**src/rtl/echo_pkg.sv**
```systemverilog
// echo_pkg: read-sequencer state encoding and default sizing shared
// by the echo FIFO controller and its environment.
package echo_pkg;

    localparam int DEF_DATA_WIDTH = 8;
    localparam int DEF_ADDR_WIDTH = 8;
    localparam int DEF_DEPTH      = 64;

    typedef enum logic [1:0] {
        FLUSH = 2'd0,
        IDLE  = 2'd1,
        FETCH = 2'd2,
        VALID = 2'd3
    } ctrl_state_t;

endpackage

```
**src/rtl/echo_fifo_ctrl_if.sv**
```systemverilog
// echo_fifo_ctrl_if: valid/ready byte stream used for the UART RX side
// (controller is slave) and the UART TX side (controller is master).
interface echo_fifo_ctrl_if
    import echo_pkg::*;
#(
    parameter int DATA_WIDTH = DEF_DATA_WIDTH
);

    logic                  valid;
    logic                  ready;
    logic [DATA_WIDTH-1:0] data;

    modport master (
        output valid,
        output data,
        input  ready
    );

    modport slave (
        input  valid,
        input  data,
        output ready
    );

endinterface

```
**src/rtl/echo_fifo_ctrl.sv**
```systemverilog
// echo_fifo_ctrl: guards and sequences an unreset echo FIFO, flushing it
// after reset. ECHO_FIFO_CTRL_WATERMARK_EN adds a registered almost_full.
module echo_fifo_ctrl
    import echo_pkg::*;
#(
    parameter int ADDR_WIDTH  = DEF_ADDR_WIDTH,
    parameter int DATA_WIDTH  = DEF_DATA_WIDTH,
    parameter int DEPTH       = DEF_DEPTH
`ifdef ECHO_FIFO_CTRL_WATERMARK_EN
    ,
    parameter int AFULL_LEVEL = DEPTH - 4
`endif
) (
    input  logic                  CLK,
    input  logic                  RST_N,
    echo_fifo_ctrl_if.slave       s,
    echo_fifo_ctrl_if.master      m,
    output logic                  fifo_w_enable,
    output logic [DATA_WIDTH-1:0] fifo_w_data,
    output logic                  fifo_r_enable,
    input  logic [DATA_WIDTH-1:0] fifo_r_data,
    input  logic [ADDR_WIDTH:0]   fifo_count,
    output logic                  full,
    output logic                  empty
`ifdef ECHO_FIFO_CTRL_WATERMARK_EN
    ,
    output logic                  almost_full
`endif
);

    localparam logic [ADDR_WIDTH:0] DEPTH_W = (ADDR_WIDTH+1)'(DEPTH);

    ctrl_state_t           state;
    logic                  valid_q;
    logic [DATA_WIDTH-1:0] data_q;
    logic                  has_data;
    logic                  rd_en;

    assign has_data = (fifo_count != '0);

    assign s.ready       = (state != FLUSH) && (fifo_count < DEPTH_W);
    assign fifo_w_enable = s.valid && s.ready;
    assign fifo_w_data   = s.data;

    assign m.valid = valid_q;
    assign m.data  = data_q;

    assign full  = (fifo_count >= DEPTH_W);
    assign empty = !has_data && !valid_q;

    always_comb begin
        rd_en = 1'b0;
        unique case (state)
            FLUSH:   rd_en = has_data;
            IDLE:    rd_en = has_data;
            VALID:   rd_en = has_data && m.ready;
            default: rd_en = 1'b0;
        endcase
    end

    // The FIFO has no reset, so no strobe may escape while RST_N is low.
    assign fifo_r_enable = RST_N && rd_en;

    always_ff @(posedge CLK or negedge RST_N) begin
        if (!RST_N) begin
            state   <= FLUSH;
            valid_q <= 1'b0;
            data_q  <= '0;
        end else begin
            unique case (state)
                FLUSH: begin
                    if (!has_data)
                        state <= IDLE;
                end
                IDLE: begin
                    if (has_data)
                        state <= FETCH;
                end
                FETCH: begin
                    data_q  <= fifo_r_data;
                    valid_q <= 1'b1;
                    state   <= VALID;
                end
                VALID: begin
                    if (m.ready) begin
                        valid_q <= 1'b0;
                        state   <= has_data ? FETCH : IDLE;
                    end
                end
                default: state <= FLUSH;
            endcase
        end
    end

`ifdef ECHO_FIFO_CTRL_WATERMARK_EN
    localparam logic [ADDR_WIDTH:0] AFULL_W = (ADDR_WIDTH+1)'(AFULL_LEVEL);

    always_ff @(posedge CLK or negedge RST_N) begin
        if (!RST_N)
            almost_full <= 1'b0;
        else
            almost_full <= (fifo_count >= AFULL_W);
    end
`endif

endmodule

```
**src/flat_wrapper.sv**
```systemverilog
// flat-port wrapper written by rule: the top's interface ports become plain ports
module echo_fifo_ctrl_flat import echo_pkg::*;
#(
    parameter int ADDR_WIDTH  = DEF_ADDR_WIDTH,
    parameter int DATA_WIDTH  = DEF_DATA_WIDTH,
    parameter int DEPTH       = DEF_DEPTH

)
  (CLK, RST_N, fifo_w_enable, fifo_w_data, fifo_r_enable, fifo_r_data, fifo_count, full, empty, s_valid, s_data, s_ready, m_valid, m_data, m_ready);
  echo_fifo_ctrl_if #(.DATA_WIDTH(DATA_WIDTH)) s_i ();
  echo_fifo_ctrl_if #(.DATA_WIDTH(DATA_WIDTH)) m_i ();
  input  logic CLK;
  input  logic RST_N;
  output logic fifo_w_enable;
  output logic [DATA_WIDTH-1:0] fifo_w_data;
  output logic fifo_r_enable;
  input  logic [DATA_WIDTH-1:0] fifo_r_data;
  input  logic [ADDR_WIDTH:0] fifo_count;
  output logic full;
  output logic empty;
  input wire logic [$bits(s_i.valid)-1:0] s_valid;
  input wire logic [$bits(s_i.data)-1:0] s_data;
  output wire logic [$bits(s_i.ready)-1:0] s_ready;
  output wire logic [$bits(m_i.valid)-1:0] m_valid;
  output wire logic [$bits(m_i.data)-1:0] m_data;
  input wire logic [$bits(m_i.ready)-1:0] m_ready;
  assign s_i.valid = s_valid;
  assign s_i.data = s_data;
  assign s_ready = s_i.ready;
  assign m_valid = m_i.valid;
  assign m_data = m_i.data;
  assign m_i.ready = m_ready;
  echo_fifo_ctrl #(.ADDR_WIDTH(ADDR_WIDTH), .DATA_WIDTH(DATA_WIDTH), .DEPTH(DEPTH)) u_core (.CLK(CLK), .RST_N(RST_N), .s(s_i), .m(m_i), .fifo_w_enable(fifo_w_enable), .fifo_w_data(fifo_w_data), .fifo_r_enable(fifo_r_enable), .fifo_r_data(fifo_r_data), .fifo_count(fifo_count), .full(full), .empty(empty));
endmodule
```
**config.mk**
```make
export PLATFORM = sky130hd
export DESIGN_NAME = echo_fifo_ctrl_flat
export DESIGN_NICKNAME = d
export VERILOG_FILES = /design/src/rtl/echo_pkg.sv /design/src/rtl/echo_fifo_ctrl_if.sv /design/src/rtl/echo_fifo_ctrl.sv /design/src/flat_wrapper.sv
export SDC_FILE = /design/constraint.sdc
export NUM_CORES = 1
export LEC_CHECK = 0
export ABC_AREA = 1
export BUFFER_PORTS_ARGS = -buffer_cell sky130_fd_sc_hd__buf_2
export CAP_MARGIN = 20
export CORE_UTILIZATION = 34
export DETAILED_ROUTE_END_ITERATION = 10
export PLACE_DENSITY = 0.84
export REMOVE_ABC_BUFFERS = 1
export SYNTH_ARGS = -nofsm -noshare
export SYNTH_HDL_FRONTEND = slang
export SYNTH_SLANG_ARGS = --single-unit
```
**constraint.sdc**
```tcl
create_clock -name CLK -period 1.26 [get_ports CLK]
set_input_delay 0.126 -clock CLK [delete_from_list [all_inputs] [get_ports CLK]]
set_output_delay 0.126 -clock CLK [all_outputs]
set_load 0.1 [all_outputs]
```
Word level (Yosys, flattened, before mapping)
Index checks and enable logic that the tools add are counted.

operators by class
  add/sub/neg operators = 0
  multiply operators = 0
  divide/modulo/power cells = 0
  magnitude comparators = 2
  eq/ne operators = 6
  shift operators = 0
  muxes and demuxes = 8
  bitwise operators = 0
  reduce and logical (&&, ||, !) cells = 14

operators with widths
  operator            count
  $ge 9x7->1 const B  1
  $lt 9x7->1 const B  1
  $reduce_bool 9->1   1
  $mux 2              4
  $pmux 2 s4          1
  $logic_and 1x1->1   5
  $eq 2x2->1 const B  2
  $ne 2x2->1 const B  2
  $pmux 1 s2          2
  $reduce_bool 2->1   2
  $reduce_and 3->1    1
  $eq 2x1->1 const B  1
  $logic_not 1->1     2
  $logic_not 2->1     1
  $ne 2x1->1 const B  1
  $reduce_and 2->1    1
  $reduce_or 2->1     1
  $mux 1              1

storage, ports and cells
  flip-flop bits (word level) = 11
  bits in latches = 0
  bits in writable memories = 0
  ROM bits = 0
  input bits = 29
  memories = 0

Longest topological paths before layout
  depth in word-level cells = 4
  depth in mapped cells = 4
  depth with buffers taken out = 4

Least setup slack after synthesis
Ideal clock, no wire load.

  path kind = input to output
  from = in fifo_count[8]
  to = out fifo_w_enable
  data arrival time = 3,299 ps
  data required time = 1,134 ps
  path slack = -2,165 ps
  cell stages on the path = 3
  cell sequence = nor2_1 -> nand2_1 -> nor3b_1

on the way
  word-level cells in the longest chain between the ends = 3

RTL lines
  item               RTL line              text
  start, declared    flat_wrapper.sv:18    input logic [ADDR_WIDTH:0] fifo_count;
  $lt 9x7->1         echo_fifo_ctrl.sv:41  assign s.ready = (state != FLUSH) && (fifo_count < DEPTH_W);
  $logic_and 1x1->1  echo_fifo_ctrl.sv:41
  $logic_and 1x1->1  echo_fifo_ctrl.sv:42  assign fifo_w_enable = s.valid && s.ready;
  end, declared      flat_wrapper.sv:14    output logic fifo_w_enable;

No other way between the ends.

Worst setup path after layout
  from = reg u_core.state[1]
  to = out fifo_r_enable

on the way
  word-level cells in the longest chain between the ends = 4
  elaborated cells on any way between the ends = 6
  those cells by class = eq/ne: 2; mux: 1; reduce/logical: 3

RTL lines
  item                                           RTL line              text
  start, declared                                echo_fifo_ctrl.sv:33  ctrl_state_t state;
  start signal, assigned                         echo_fifo_ctrl.sv:87  state <= has_data ? FETCH : IDLE;
  $eq 2x1->1 or $logic_not 2->1 (tied branches)  echo_fifo_ctrl.sv:53  unique case (state)
  $reduce_or 2->1 (no line)                      n/a
  $pmux 1 s2 (*)                                 echo_fifo_ctrl.sv:53
  $logic_and 1x1->1 (*)                          echo_fifo_ctrl.sv:62  assign fifo_r_enable = RST_N && rd_en;
  end, declared                                  flat_wrapper.sv:16    output logic fifo_r_enable;

Every way passes the cells marked *; elsewhere a longest branch is shown, timed or not.

==> out/metrics.cfg <==
[grt]
grt_max_degree = 12
grt_remaining_overflow = 0
grt_pass1_wl_um = 2152
grt_pass1_vias = 532
antenna_found_initial = 0
grt_usage_pct = 16.29

[final_layout]
fillers = 123
n_antenna_cell = 0
layout.cells.most_common = buf_2
layout-drive-gt1-share_pct = 62.35
nets = 115
syn2layout_area_growth_pct = 54.21
final_cell_mix = buf_2 (29), dfrtp_1 (11), mux2_2 (8)
fin_cells = 100

[logic_synthesis]
syn_area_per_cell_um2 = 10.50
ys_seq_area_share_pct = 51.40
synth-xor-area-share_pct = 0
synth_fa_ha_area_share_pct = 0
synth_top_family_by_area = multiplexers
ys_ff_latch = 11
syn_inst = 51
synth_compound_area_share_pct = 3.271
synthSimpleGateAreaFrac_pct = 13.79
muxShareOfSynthArea_pct = 16.82
synth_cell_type_count = 13
yosysWarnings = 0
syn_area_um2 = 535.5

[timing]
post-route-period-util_pct = 110.0
period_needed_ns = 1.387
timing.fmax_mhz = 721.2
grt_setup_unrepaired = yes
hold_viol = 0
drv_slew = 0
setup_viol = 4
finClkSkew_ns = 0.001558
slew_headroom_pct = 67.42
worst_slack_ns = -0.1266
tightest_slew_ns = 0.4921

[clock_tree]
htree_levels = 1
clkSlewWorstSetupHoldPaths_ns = 0.06
clock_path_buffers = 2
cts_tree = yes
clock-root-buffer = clkbuf_4
clkLatencyLatePin_ns = 0.25
cts.sink_count = 11
cts_made_buffers = 3

[routing]
drt_iter0_drc = 5
drcViolationCount = 0
vias = 481
wirelength_um = 1322
routedWlPerCell_um = 13.22
dr.pass1.iters = 4
vias_per_cell = 4.810
ant_nets = 0

[floorplanning]
ios = 51
initial_core_util_pct = 38.73
die_w_um = 41.69
dieArea_mm2 = 0.001738
coreArea_mm2 = 0.001383
rows = 13
die_y_um = 41.69

[setup_path]
critPathMaxFanout = 3
worst-setup-path-type = reg2out
critPathMaxStageDelay_ns = 0.41
r2r_slack_ns = 0.09
slowest_stage = dfrtp_1
cp-endpoint = fifo_r_enable
path_depth = 5
r2r_end = u_core.m.data[7]
crit_path_start_kind = register
cp.required_ns = 1.13
cp-end-kind = primary output
r2r_cells = 3
crit_chain = inv_1, a21oi_2, o21bai_4, nor2_4, buf_12
critPathLaunch = u_core.state[1]
critPathTopFamily = flip-flops
critPathArrivalTime_ns = 1.26
rr_startpoint = u_core.state[1]
critPathBufInv = 2

[run]
drv_cap = 0

[placement]
io_buffers = 34
dpl.hpwl_um = 1022
dp_cells = 94
gp_congestion = 0.6980

[run_status]
violations = setup timing
outcome = finished, violations left

[worst_hold_path]
hold_path_class = in2reg

==> worst min path at each step <==
stage | start | to | slack (ns) | cells past startpoint
floorplan | RST_N | u_core.m.data[0] | -0.17 | 0
global placement | RST_N | u_core.m.data[2] | 0.06 | 2
detailed placement | RST_N | u_core.m.data[1] | 0.06 | 2
CTS | fifo_r_data[4] | u_core.m.data[4] | 0.09 | 2
global route | fifo_r_data[2] | u_core.m.data[2] | 0.09 | 2
finish | fifo_r_data[4] | u_core.m.data[4] | 0.1 | 2
==> flip-flops by register name, summed over array words and instances, names as in the netlist <==
register / cells
u_core.m.data: 8
u_core.m.valid: 1
u_core.state: 2
==> through the flow <==
step / instance area [um2] / TNS, ns / setup WS [ns] / hold WS, ns / util (%)
after floorplan: 475.5 / -6.704 / -2.165 / -0.1696 / -
after global placement: 754.5 / 0 / 0.08337 / 0.06408 / 54.57
after detailed placement: 754.5 / 0 / 0.009216 / 0.06293 / 54.57
after CTS: 822.0 / -0.2950 / -0.1512 / 0.09155 / 59.46
after global routing: 825.8 / -0.4797 / -0.1609 / 0.08642 / 59.73
final: 825.8 / -0.3124 / -0.1266 / 0.09998 / 59.73
==> synth_stat cells, drive strengths merged <==
cell,instances,area [um2]
buf,8,60.06
nor3,1,5.000
nand2,6,30.03
nor2,7,26.28
dfrtp,11,275.3
o21ai,1,5.000
nand3,1,5.000
inv,5,18.77
o21bai,1,7.510
mux2,8,90.09
a21oi,1,5.000
nor3b,1,7.510
==> what timing repair did <==
action	in CTS	in global routing
resized for setup	5	1
hold buffers	1	0
pin swaps	2	1
endpoints found under the setup margin	3	4
setup buffers	1	0
hold endpoints to repair	11	0
==> cell families after synthesis <==
| logic type | Yosys count |
|---|---|
| compound gates | 3 |
| buf+inv | 13 |
| flops | 11 |
| simple gates | 16 |
| mux | 8 |
==> final cells by class <==
type,count,area (um2),share of cell area [%]
multi-input combinational,27,209.0,25.30
timing repair buffer,38,277.8,33.64
sequential,11,275.3,33.33
inverter,5,18.77,2.273
clock buffer,4,26.28,3.182
tap,15,18.77,2.273
==> routing by layer <==
layer / vias to the layer above / part of all wire (%) / track usage, %
li1: 224 / - / -
met1: 230 / 36 / 15.08
met2: 27 / 55 / 30.31
met3: 0 / 9.2 / 10.43
met4: 0 / 0 / 1.935
met5: - / 0 / 0
Power is not shown: default switching activity piles up to over one toggle a cycle in this logic, so the estimate is an artifact.
